File: config.mk
export PLATFORM = sky130hd
export DESIGN_NAME = plab5_mcore_mem_arbiter_rr_flat
export DESIGN_NICKNAME = d
export VERILOG_FILES = /design/src/rtl/plab5_mcore_mem_arbiter_rr_if.sv /design/src/rtl/plab5_mcore_mem_arbiter_rr.sv /design/src/flat_wrapper.sv
export SDC_FILE = /design/constraint.sdc
export NUM_CORES = 1
export LEC_CHECK = 0
export ABC_AREA = 1
export BUFFER_PORTS_ARGS = -buffer_cell sky130_fd_sc_hd__buf_2
export CORE_AREA = 2 2 250 252
export DETAILED_ROUTE_END_ITERATION = 8
export DIE_AREA = 0 0 252 254
export SLEW_MARGIN = 15
export SYNTH_ARGS = -nofsm -noshare
export SYNTH_HDL_FRONTEND = slang
export SYNTH_SLANG_ARGS = --single-unit
File: constraint.sdc
create_clock -name clk -period 3.3 [get_ports clk]
set_input_delay 0.495 -clock clk [delete_from_list [all_inputs] [get_ports clk]]
set_output_delay 0.495 -clock clk [all_outputs]
set_load 0.03 [all_outputs]
File: src/rtl/plab5_mcore_mem_arbiter_rr_if.sv
// Request/response channels between N cores, the round-robin arbiter and the
// single main-memory port.
interface plab5_mcore_mem_arbiter_rr_if #(
    parameter int p_num_ports    = 4,
    parameter int p_opaque_nbits = 8,
    parameter int p_addr_nbits   = 32,
    parameter int p_data_nbits   = 32
);
    localparam int len_nbits = $clog2(p_data_nbits / 8);
    localparam int rqc = 3 + p_opaque_nbits + p_addr_nbits + len_nbits;
    localparam int rqd = p_data_nbits;
    localparam int rsc = 3 + p_opaque_nbits + len_nbits;
    localparam int rsd = p_data_nbits;

    // Every channel is val/rdy: a transfer happens on a cycle where both are
    // high, and the sender holds val and payload steady until that cycle.
    logic [p_num_ports-1:0]     in_req_val;
    logic [p_num_ports-1:0]     in_req_rdy;
    logic [p_num_ports*rqc-1:0] in_req_control;
    logic [p_num_ports*rqd-1:0] in_req_data;
    logic [p_num_ports-1:0]     in_req_domain;

    logic                       req_val;
    logic                       req_rdy;
    logic [rqc-1:0]             req_control;
    logic [rqd-1:0]             req_data;
    logic                       req_domain;

    logic                       resp_val;
    logic                       resp_rdy;
    logic [rsc-1:0]             resp_control;
    logic [rsd-1:0]             resp_data;
    logic                       resp_insecure;
    logic                       resp_domain;

    logic [p_num_ports-1:0]     out_resp_val;
    logic [p_num_ports-1:0]     out_resp_rdy;
    logic [p_num_ports*rsc-1:0] out_resp_control;
    logic [p_num_ports*rsd-1:0] out_resp_data;
    logic [p_num_ports-1:0]     out_resp_insecure;
    logic [p_num_ports-1:0]     out_resp_domain;

    modport slave (
        input  in_req_val, in_req_control, in_req_data, in_req_domain,
        output in_req_rdy,
        output req_val, req_control, req_data, req_domain,
        input  req_rdy,
        input  resp_val, resp_control, resp_data, resp_insecure, resp_domain,
        output resp_rdy,
        output out_resp_val, out_resp_control, out_resp_data, out_resp_insecure, out_resp_domain,
        input  out_resp_rdy
    );

    modport master (
        output in_req_val, in_req_control, in_req_data, in_req_domain,
        input  in_req_rdy,
        input  req_val, req_control, req_data, req_domain,
        output req_rdy,
        output resp_val, resp_control, resp_data, resp_insecure, resp_domain,
        input  resp_rdy,
        input  out_resp_val, out_resp_control, out_resp_data, out_resp_insecure, out_resp_domain,
        output out_resp_rdy
    );
endinterface

File: src/rtl/plab5_mcore_mem_arbiter_rr.sv
// Round-robin arbiter for N cores sharing one memory port; an in-order tag FIFO
// of {port, domain} steers each response back to its issuer.
module plab5_mcore_mem_arbiter_rr #(
    parameter int p_num_ports       = 4,
    parameter int p_max_outstanding = 4,
    parameter int p_opaque_nbits    = 8,
    parameter int p_addr_nbits      = 32,
    parameter int p_data_nbits      = 32,
    parameter bit p_lock_domain     = 1'b1
) (
    input  logic                                   clk,
    input  logic                                   reset,
    plab5_mcore_mem_arbiter_rr_if.slave            bus,
    output logic [$clog2(p_max_outstanding+1)-1:0] outstanding,
    output logic                                   domain_err
);
    localparam int len_nbits = $clog2(p_data_nbits / 8);
    localparam int rqc = 3 + p_opaque_nbits + p_addr_nbits + len_nbits;
    localparam int rqd = p_data_nbits;
    localparam int rsc = 3 + p_opaque_nbits + len_nbits;
    localparam int rsd = p_data_nbits;
    localparam int iw  = $clog2(p_num_ports);
    localparam int pw  = (p_max_outstanding > 1) ? $clog2(p_max_outstanding) : 1;
    localparam int ow  = $clog2(p_max_outstanding + 1);

    localparam logic [0:0] st_arb  = 1'b0;
    localparam logic [0:0] st_hold = 1'b1;

    logic [0:0]             state;
    logic [iw-1:0]          rr_ptr;
    logic [iw-1:0]          hold_port;
    logic                   lock_dom;
    logic [iw-1:0]          tag_port [p_max_outstanding];
    logic                   tag_dom  [p_max_outstanding];
    logic [pw-1:0]          wr_ptr;
    logic [pw-1:0]          rd_ptr;

    logic [p_num_ports-1:0] eligible;
    logic [iw-1:0]          grant;
    logic [iw-1:0]          rr_next;
    logic                   grant_val;
    logic                   full;
    logic                   empty;
    logic                   fire;
    logic                   pop;
    logic                   match;
    logic                   drop;
    logic [iw-1:0]          head_port;
    logic                   head_dom;
    int                     idx;

    function automatic logic [pw-1:0] ptr_inc(input logic [pw-1:0] p);
        return (p == pw'(p_max_outstanding - 1)) ? '0 : p + 1'b1;
    endfunction

    assign full      = (outstanding == ow'(p_max_outstanding));
    assign empty     = (outstanding == '0);
    assign head_port = tag_port[rd_ptr];
    assign head_dom  = tag_dom[rd_ptr];
    assign rr_next   = (grant == iw'(p_num_ports - 1)) ? '0 : grant + 1'b1;

    // A stalled grant is pinned so the payload on the memory port never changes
    // underneath a waiting request.
    always_comb begin : arbitrate
        eligible  = '0;
        grant     = rr_ptr;
        grant_val = 1'b0;
        idx       = 0;
        for (int i = 0; i < p_num_ports; i++)
            eligible[i] = bus.in_req_val[i] && !full &&
                          (!p_lock_domain || empty || (bus.in_req_domain[i] == lock_dom));
        if (state == st_hold) begin
            grant     = hold_port;
            grant_val = bus.in_req_val[hold_port] && !full;
        end else begin
            for (int k = 0; k < p_num_ports; k++) begin
                idx = (int'(rr_ptr) + k) % p_num_ports;
                if (!grant_val && eligible[iw'(idx)]) begin
                    grant_val = 1'b1;
                    grant     = iw'(idx);
                end
            end
        end
        grant_val = grant_val && reset;
    end

    always_comb begin : req_mux
        bus.req_val     = grant_val;
        bus.req_control = '0;
        bus.req_data    = '0;
        bus.req_domain  = 1'b0;
        bus.in_req_rdy  = '0;
        if (grant_val) begin
            bus.req_control       = bus.in_req_control[grant*rqc +: rqc];
            bus.req_data          = bus.in_req_data[grant*rqd +: rqd];
            bus.req_domain        = bus.in_req_domain[grant];
            bus.in_req_rdy[grant] = bus.req_rdy;
        end
    end

    assign fire  = grant_val && bus.req_rdy;
    assign match = reset && !empty && (bus.resp_domain == head_dom);
    assign pop   = match && bus.resp_val && bus.out_resp_rdy[head_port];
    assign drop  = reset && bus.resp_val && !match;

    // Only the head's port sees response fields; everyone else reads zeros.
    always_comb begin : resp_route
        bus.resp_rdy          = 1'b1;
        bus.out_resp_val      = '0;
        bus.out_resp_control  = '0;
        bus.out_resp_data     = '0;
        bus.out_resp_insecure = '0;
        bus.out_resp_domain   = '0;
        if (match) begin
            bus.resp_rdy                                 = bus.out_resp_rdy[head_port];
            bus.out_resp_val[head_port]                  = bus.resp_val;
            bus.out_resp_control[head_port*rsc +: rsc]   = bus.resp_control;
            bus.out_resp_data[head_port*rsd +: rsd]      = bus.resp_data;
            bus.out_resp_insecure[head_port]             = bus.resp_insecure;
            bus.out_resp_domain[head_port]               = bus.resp_domain;
        end
    end

    always_ff @(posedge clk or negedge reset) begin
        if (!reset) begin
            state       <= st_arb;
            hold_port   <= '0;
            rr_ptr      <= '0;
            lock_dom    <= 1'b0;
            wr_ptr      <= '0;
            rd_ptr      <= '0;
            outstanding <= '0;
            domain_err  <= 1'b0;
        end else begin
            domain_err <= drop;
            state      <= (grant_val && !bus.req_rdy) ? st_hold : st_arb;
            hold_port  <= grant;
            if (fire) begin
                rr_ptr   <= rr_next;
                lock_dom <= bus.in_req_domain[grant];
                wr_ptr   <= ptr_inc(wr_ptr);
            end
            if (pop)
                rd_ptr <= ptr_inc(rd_ptr);
            case ({fire, pop})
                2'b10:   outstanding <= outstanding + 1'b1;
                2'b01:   outstanding <= outstanding - 1'b1;
                default: outstanding <= outstanding;
            endcase
        end
    end

    // Tag storage needs no reset: the pointers and count define what is live.
    always_ff @(posedge clk) begin
        if (fire) begin
            tag_port[wr_ptr] <= grant;
            tag_dom[wr_ptr]  <= bus.in_req_domain[grant];
        end
    end
endmodule
File: src/flat_wrapper.sv
// flat-port wrapper written by rule: the top's interface ports become plain ports
module plab5_mcore_mem_arbiter_rr_flat 
#(
    parameter int p_num_ports       = 4,
    parameter int p_max_outstanding = 4,
    parameter int p_opaque_nbits    = 8,
    parameter int p_addr_nbits      = 32,
    parameter int p_data_nbits      = 32,
    parameter bit p_lock_domain     = 1'b1
)
  (clk, reset, outstanding, domain_err, bus_in_req_val, bus_in_req_control, bus_in_req_data, bus_in_req_domain, bus_in_req_rdy, bus_req_val, bus_req_control, bus_req_data, bus_req_domain, bus_req_rdy, bus_resp_val, bus_resp_control, bus_resp_data, bus_resp_insecure, bus_resp_domain, bus_resp_rdy, bus_out_resp_val, bus_out_resp_control, bus_out_resp_data, bus_out_resp_insecure, bus_out_resp_domain, bus_out_resp_rdy);
  plab5_mcore_mem_arbiter_rr_if #(.p_num_ports(p_num_ports), .p_opaque_nbits(p_opaque_nbits), .p_addr_nbits(p_addr_nbits), .p_data_nbits(p_data_nbits)) bus_i ();
  input  logic clk;
  input  logic reset;
  output logic [$clog2(p_max_outstanding+1)-1:0] outstanding;
  output logic domain_err;
  input wire logic [$bits(bus_i.in_req_val)-1:0] bus_in_req_val;
  input wire logic [$bits(bus_i.in_req_control)-1:0] bus_in_req_control;
  input wire logic [$bits(bus_i.in_req_data)-1:0] bus_in_req_data;
  input wire logic [$bits(bus_i.in_req_domain)-1:0] bus_in_req_domain;
  output wire logic [$bits(bus_i.in_req_rdy)-1:0] bus_in_req_rdy;
  output wire logic [$bits(bus_i.req_val)-1:0] bus_req_val;
  output wire logic [$bits(bus_i.req_control)-1:0] bus_req_control;
  output wire logic [$bits(bus_i.req_data)-1:0] bus_req_data;
  output wire logic [$bits(bus_i.req_domain)-1:0] bus_req_domain;
  input wire logic [$bits(bus_i.req_rdy)-1:0] bus_req_rdy;
  input wire logic [$bits(bus_i.resp_val)-1:0] bus_resp_val;
  input wire logic [$bits(bus_i.resp_control)-1:0] bus_resp_control;
  input wire logic [$bits(bus_i.resp_data)-1:0] bus_resp_data;
  input wire logic [$bits(bus_i.resp_insecure)-1:0] bus_resp_insecure;
  input wire logic [$bits(bus_i.resp_domain)-1:0] bus_resp_domain;
  output wire logic [$bits(bus_i.resp_rdy)-1:0] bus_resp_rdy;
  output wire logic [$bits(bus_i.out_resp_val)-1:0] bus_out_resp_val;
  output wire logic [$bits(bus_i.out_resp_control)-1:0] bus_out_resp_control;
  output wire logic [$bits(bus_i.out_resp_data)-1:0] bus_out_resp_data;
  output wire logic [$bits(bus_i.out_resp_insecure)-1:0] bus_out_resp_insecure;
  output wire logic [$bits(bus_i.out_resp_domain)-1:0] bus_out_resp_domain;
  input wire logic [$bits(bus_i.out_resp_rdy)-1:0] bus_out_resp_rdy;
  assign bus_i.in_req_val = bus_in_req_val;
  assign bus_i.in_req_control = bus_in_req_control;
  assign bus_i.in_req_data = bus_in_req_data;
  assign bus_i.in_req_domain = bus_in_req_domain;
  assign bus_in_req_rdy = bus_i.in_req_rdy;
  assign bus_req_val = bus_i.req_val;
  assign bus_req_control = bus_i.req_control;
  assign bus_req_data = bus_i.req_data;
  assign bus_req_domain = bus_i.req_domain;
  assign bus_i.req_rdy = bus_req_rdy;
  assign bus_i.resp_val = bus_resp_val;
  assign bus_i.resp_control = bus_resp_control;
  assign bus_i.resp_data = bus_resp_data;
  assign bus_i.resp_insecure = bus_resp_insecure;
  assign bus_i.resp_domain = bus_resp_domain;
  assign bus_resp_rdy = bus_i.resp_rdy;
  assign bus_out_resp_val = bus_i.out_resp_val;
  assign bus_out_resp_control = bus_i.out_resp_control;
  assign bus_out_resp_data = bus_i.out_resp_data;
  assign bus_out_resp_insecure = bus_i.out_resp_insecure;
  assign bus_out_resp_domain = bus_i.out_resp_domain;
  assign bus_i.out_resp_rdy = bus_out_resp_rdy;
  plab5_mcore_mem_arbiter_rr #(.p_num_ports(p_num_ports), .p_max_outstanding(p_max_outstanding), .p_opaque_nbits(p_opaque_nbits), .p_addr_nbits(p_addr_nbits), .p_data_nbits(p_data_nbits), .p_lock_domain(p_lock_domain)) u_core (.clk(clk), .reset(reset), .bus(bus_i), .outstanding(outstanding), .domain_err(domain_err));
endmodule
-- Word level (Yosys, flattened, before mapping)
Memory sizes are Yosys's and may differ from the RTL's.
Index checks and enable logic that the tools add are counted.
- $add $sub $neg: 10
- $mul: 2
- $lt $le $gt $ge: 9
- eq/ne operators: 11
- shifts and indexed selects: 6
- muxes and demuxes: 51
- bitwise logic cells: 6
- reductions and logical operators: 36
- operator list (kind ; number):
    $shiftx 180x9->45 ; 1
    $and 128x128->128 ; 1
    $mux 128 ; 1
    $shift 32x34->128 const A ; 1
    $shiftx 128x8->32 ; 1
    $shiftx 32x34->128 ; 1
    $and 52x52->52 ; 1
    $mux 52 ; 1
    $shift 13x34->52 const A ; 1
    $shiftx 13x34->52 ; 1
    $mux 45 ; 1
    $neg 6->34 ; 1
    $neg 7->34 ; 1
    $mux 32 ; 1
    $mux 1 ; 26
    $logic_and 1x1->1 ; 23
    $and 4x4->4 ; 4
    $lt 2x4->1 const B ; 4
    $mux 4 ; 4
    $bmux 1 s2 ; 7
    $mux 2 ; 7
    $lt 2x3->1 const B ; 3
    $add 2x1->2 const B ; 4
    $eq 2x2->1 const B ; 4
    15 further kinds ; 31
- bits in registers: 14
- RAM bits: 12
- input bits: 371
- word-level logic and storage cells: 141
- memories kept: 2
- memories (memory ; depth ; width ; rd ports ; clocked after Yosys merged registers in ; write ports ; line ; RTL):
    u_core.tag_port ; 4 ; 2 ; 1 ; 0 ; 1 ; plab5_mcore_mem_arbiter_rr.sv:33 ; logic [iw-1:0] tag_port [p_max_outstanding];
    u_core.tag_dom ; 4 ; 1 ; 1 ; 0 ; 1 ; plab5_mcore_mem_arbiter_rr.sv:34 ; logic tag_dom [p_max_outstanding];

-- Depth between registers and ports, before layout
- depth after elaboration: 27
- gate-level depth with buffers: 21
- gate-level depth less buffers: 19

-- Worst setup path before layout
Ideal clock, no wire load.
- kind: register -> output
- start point: register u_core.rd_ptr[0]
- end point: output bus_out_resp_control[38]
- data arrival time: 2.926 ns
- data required time: 2.805 ns
- slack: -0.121 ns
- cell stages (with the launch flop): 10
- buffers on the path: 2
- cell sequence: dfrtp_1 clkbuf_1 inv_1 or2_2 a32o_1 ha_1 nor2_1 clkbuf_1 clkinv_1 nor3_1
- word-level cells in the longest chain between the ends: 6
- elaborated cells between the ends (all ways): 10
- classes of those cells: 1 x add/sub; 1 x mul; 1 x eq/ne; 2 x shift; 1 x mux; 1 x bitwise; 1 x reduce/logical; 2 x memory
- ends and longest elaborated chain (element ; line ; RTL):
    from (decl) ; plab5_mcore_mem_arbiter_rr.sv:36 ; logic [pw-1:0] rd_ptr;
    from (signal assigned) ; plab5_mcore_mem_arbiter_rr.sv:144 ; rd_ptr <= ptr_inc(rd_ptr);
    $mem_v2 4x2 ; - ;
    $mul 2x4->6 ; plab5_mcore_mem_arbiter_rr.sv:117 ; bus.out_resp_control[head_port*rsc +: rsc] = bus.resp_control;
    $neg 6->34 ; plab5_mcore_mem_arbiter_rr.sv:117 ;
    $shiftx 13x34->52 or $shift 13x34->52 (tied branches) ; plab5_mcore_mem_arbiter_rr.sv:117 ;
    $and 52x52->52 (no line) ; - ;
    $mux 52 * ; plab5_mcore_mem_arbiter_rr.sv:114 ; if (match) begin
    to (decl) ; flat_wrapper.sv:34 ; output wire logic [$bits(bus_i.out_resp_control)-1:0] bus_out_resp_control;
Mark *: on every way between the ends. The rest lies on a longest branch, timed or not.

-- Worst setup path after layout
- start point: register u_core.outstanding[1]
- end point: output bus_req_control[27]
- word-level cells in the longest chain between the ends: 24
- elaborated cells between the ends (all ways): 50
- classes of those cells: 1 x mul; 1 x eq/ne; 1 x shift; 25 x mux; 22 x reduce/logical
- ends and longest elaborated chain (element ; line ; RTL):
    from (decl) ; plab5_mcore_mem_arbiter_rr.sv:14 ; output logic [$clog2(p_max_outstanding+1)-1:0] outstanding,
    from (signal assigned) ; plab5_mcore_mem_arbiter_rr.sv:146 ; 2'b10: outstanding <= outstanding + 1'b1;
    from (signal assigned) ; plab5_mcore_mem_arbiter_rr.sv:147 ; 2'b01: outstanding <= outstanding - 1'b1;
    from (signal assigned) ; plab5_mcore_mem_arbiter_rr.sv:148 ; default: outstanding <= outstanding;
    $eq 3x3->1 ; plab5_mcore_mem_arbiter_rr.sv:56 ; assign full = (outstanding == ow'(p_max_outstanding));
    $logic_not 1->1 ; plab5_mcore_mem_arbiter_rr.sv:70, plab5_mcore_mem_arbiter_rr.sv:74 ;
    $logic_and 1x1->1 (2 in a row) ; plab5_mcore_mem_arbiter_rr.sv:70 ; eligible[i] = bus.in_req_val[i] && !full &&
    $bmux 1 s2 ; plab5_mcore_mem_arbiter_rr.sv:78 ; if (!grant_val && eligible[iw'(idx)]) begin
    $mux 1 (not written as such) (2 in a row) ; plab5_mcore_mem_arbiter_rr.sv:78 ;
    $mux 1 ; plab5_mcore_mem_arbiter_rr.sv:78 ;
    $mux 1 ; plab5_mcore_mem_arbiter_rr.sv:72 ; if (state == st_hold) begin
    $logic_not 1->1 ; plab5_mcore_mem_arbiter_rr.sv:78 ;
    [... 6 more ...] ; - ;
    $mux 1 ; plab5_mcore_mem_arbiter_rr.sv:72 ;
    $logic_not 1->1 ; plab5_mcore_mem_arbiter_rr.sv:78 ;
    $logic_and 1x1->1 ; plab5_mcore_mem_arbiter_rr.sv:78 ;
    $mux 2 ; plab5_mcore_mem_arbiter_rr.sv:78 ;
    $mux 2 ; plab5_mcore_mem_arbiter_rr.sv:72 ;
    $mul 2x6->8 ; plab5_mcore_mem_arbiter_rr.sv:94 ; bus.req_control = bus.in_req_control[grant*rqc +: rqc];
    $shiftx 180x9->45 ; plab5_mcore_mem_arbiter_rr.sv:94 ;
    $mux 45 * ; plab5_mcore_mem_arbiter_rr.sv:93 ; if (grant_val) begin
    to (decl) ; flat_wrapper.sv:23 ; output wire logic [$bits(bus_i.req_control)-1:0] bus_req_control;
Mark *: on every way between the ends. The rest lies on a longest branch, timed or not. The select of a mux whose other input is x is not followed.

==> impl_results.md <==
- Status: complete, but fails checks
- Failing checks: setup timing
- Reg2Reg Setup Slack: 0.26 ns
- Hold slack: 0.214 ns
- Final Wtd Congestion: 0.864
- Crit Path Class: reg2out
- Die Ht: 254 microns
- CP Capture Type: output port
- Layout cell share with drive strength beyond 1: 50.2%
- Final wirelength: 53200 microns
- GRT Resource Usage Total: 14.5%
- Fin util: 22.7%
- Post-Syn Instances: 1408
- # rows: 91
- Top cell type's share of synthesized area: 32.6%
- Cell Area, Synth: 6670 sq um
- Setup TNS: -7.03 ns
- First-pass GRT wire length: 68500 microns
- Max Freq: 284 MHz
- Core ar.: 61300 sq um
- Worst-Skew Late Latency: 0.28 ns
- Max-Cap Viols: 0
- Die footprint: 64000 sq um
- Syn nets: 1795
- Fin crit share: 107%
- Post-route cell area: 13900 sq um
- Detailed Place HPWL: 41300 microns
- RSZ-0062 raised after global routing: true
- Initial antenna violation count: 27
- Placed Area: 11200 sq um
- # DRC: 0
- Final critical-path required period: 3.52 ns
- Final antenna-violating net count: 0
- Setup-failing EPs final: 78
- CTS tree: built
- TritonRoute pass-1 iters: 5
- Routed WL per cell: 18.3 microns
- Area leader, netlist: nand2_1
- FF-to-FF path depth: 18
- IO Port Bufs: 650
- Area growth syn-to-layout: 108%
- CP startpoint: u_core.outstanding[1]
- Startpoint types: flop
- Num CTS Buffers: 3
- Remaining global-route overflow: 0
- Number of global-route vias before repair: 10500
- Clock sink total: 26
- Worst r2r dst: u_core.outstanding[2]
- Clk_skew: 0.0170 ns
- CTS clock-pin slew for the worst setup and hold paths: 0.08 ns
- Yosys reg bits: 26
- Worst path arrival time: 3.03 ns
- Hold Buf Count CTS: 0
- Relative slew slack: 64.1%
- Synth area leaders: nand2_1 33%, nor2_1 16%, inv_1 8.9%, nor3_1 6.4%, o21ai_1 5.8%
- Final Hold Fails: 0
- Io pins: 651
- RR Startpoint: u_core.outstanding[1]
- Iteration-0 DRC Markers: 962
- Worst Slack Setup Final: -0.220 ns
- Worst-path maximum fanout: 7
- Largest net degree at the start of global routing: 49
- Avg Cell Area, Syn: 4.74 sq um
- Max-slew violation count: 0
- Synth cell types: 36
- Initial core utilization: 10.9%
- H-tree depth: 1
- Via count: 11700
- Synth warn: 0
- Fin nets: 2499
- Vias/cell: 4.05
- Largest buffer count on any clock path: 2
- Hold WC Path Type: in2async
- Clk root buf: clkbuf_16
- Tightest Pin Transition: 0.538 ns
- Die Width: 252 microns
- Seq/Total Area, Yosys: 10.7%
- Critical path destination: bus_req_control[27]
- Required time of the worst setup path: 2.80 ns
repair_timing:
action,4_1_cts,5_1_grt
setup endpoints to repair,154,139
gates cloned,10,18
gates resized for setup,216,260
pin swaps,20,80
setup buffers,21,16
metrics by stage:
step	instances	worst slack (ns)
2_1_floorplan	1408	-0.121
3_3_place_gp	2834	-0.0678
3_5_place_dp	2834	-0.0933
4_1_cts	2869	-0.115
5_1_grt	2901	-0.321
6_report	2903	-0.220
flip-flops by register name, summed over array words and instances (netlist names):
| register | cells |
|---|---|
| u_core.tag_dom | 4 |
| u_core.rd_ptr | 2 |
| u_core.domain_err | 1 |
| u_core.tag_port | 8 |
| u_core.outstanding | 3 |
| u_core.rr_ptr | 2 |
| u_core.lock_dom | 1 |
| u_core.hold_port | 2 |
| u_core.state | 1 |
| u_core.wr_ptr | 2 |
logic make-up after synthesis:
logic type	share of synthesized area, %
and+or+nand+nor	60.6
buffers and inverters	17.0
AOI/OAI and AO/OA	8.10
DFF	10.7
adders and majority gates	3.11
xor gates and xnor gates	0.506
worst min-delay path by stage:
stage / from / slack [ns] / endpoint / depth (start not counted)
6_report: reset / 0.21 / u_core.domain_err / 2
5_1_grt: reset / 0.24 / u_core.domain_err / 2
4_1_cts: reset / 0.25 / u_core.domain_err / 2
3_5_place_dp: reset / 0.55 / u_core.domain_err / 2
3_3_place_gp: u_core.outstanding[1] / 0.54 / u_core.outstanding[1] / 2
2_1_floorplan: reset / 0.20 / u_core.domain_err / 0
cells in the final DEF (no fill, tap or decap), types with 4 or more instances in the layout:
master     synthesis  routed
buf_2             30     561
nand2_1          580     471
nor2_1           281     214
inv_1            158     156
buf_4             14     109
nand2_2            4      82
nor3_1            85      77
nor2_2             2      51
o21ai_1           77      51
buf_6             10      51
nand2_4            2      33
buf_12             0      26
o21ai_2            0      24
nand3_1           29      20
nor2_4             1      19
clkbuf_16          0      19
nand3_2            8      15
o21ai_0           13      13
buf_16             0      12
edfxtp_1          12      12
ha_1              15      11
dfrtp_1           14      11
nor3_2             0       8
buf_8              1       8
inv_2              7       7
or2_2              6       6
a21oi_1            6       6
nand4_1            4       4
ha_4               0       4
worst max-delay path: stages (launching register included):
cell,delay [ns]
dfrtp_1,0.43
nor2_4,0.24
a21boi_2,0.12
nand3_2,0.11
nand3_2,0.08
nand2_4,0.14
nand2_2,0.07
nand2_1,0.06
nand2_1,0.06
nand2_2,0.09
nand3_4,0.13
nand2_8,0.20
clkinv_8,0.12
buf_12,0.17
clkbuf_16,0.18
nand2_4,0.06
nand2_2,0.05
nor2_2,0.15
nor2_1,0.07
buf_4,0.16
cell type report:
class,count,area [sq um]
diodes,2,5.00
clock buffers,3,75.1
clock inverters,1,30.0
fillers,7030,47400
inverters,167,648
multi-input cells,1128,5830
flip-flops and latches,26,714
well taps,790,988
repair buffers,786,5590
per-layer routing:
metal / GRT usage [%] / wire length (microns) / vias up
met4: 4.73 / 2390 / 6
met3: 1.51 / 2780 / 137
met5: 0 / 38 / -
met1: 14.2 / 18200 / 5295
met2: 31.0 / 29800 / 638
li1: - / - / 5673
synth_stat cells:
cell type	number
a21oi_2	2
buf_8	1
inv_1	158
ha_1	15
a21oi_1	6
nor3_1	85
nor4_1	1
dfrtp_1	14
nor3b_1	1
nand2_1	580
fa_1	1
nand3_2	8
clkinv_1	2
buf_1	8
o21ai_0	13
buf_2	30
or2_2	6
buf_6	10
nor2_1	281
nand4_2	1
clkbuf_1	26
xnor2_2	1
xnor2_1	1
nand2_4	2
nand4_1	4
nand2_2	4
inv_2	7
nor2_2	2
edfxtp_1	12
a21boi_2	2
buf_4	14
nor2_4	1
a32o_1	2
o21ai_1	77
nand3_1	29
xor2_1	1
Power is left out: the tool's default activity adds up to more than one toggle a clock period on the data nets, which glitch-free logic cannot reach.
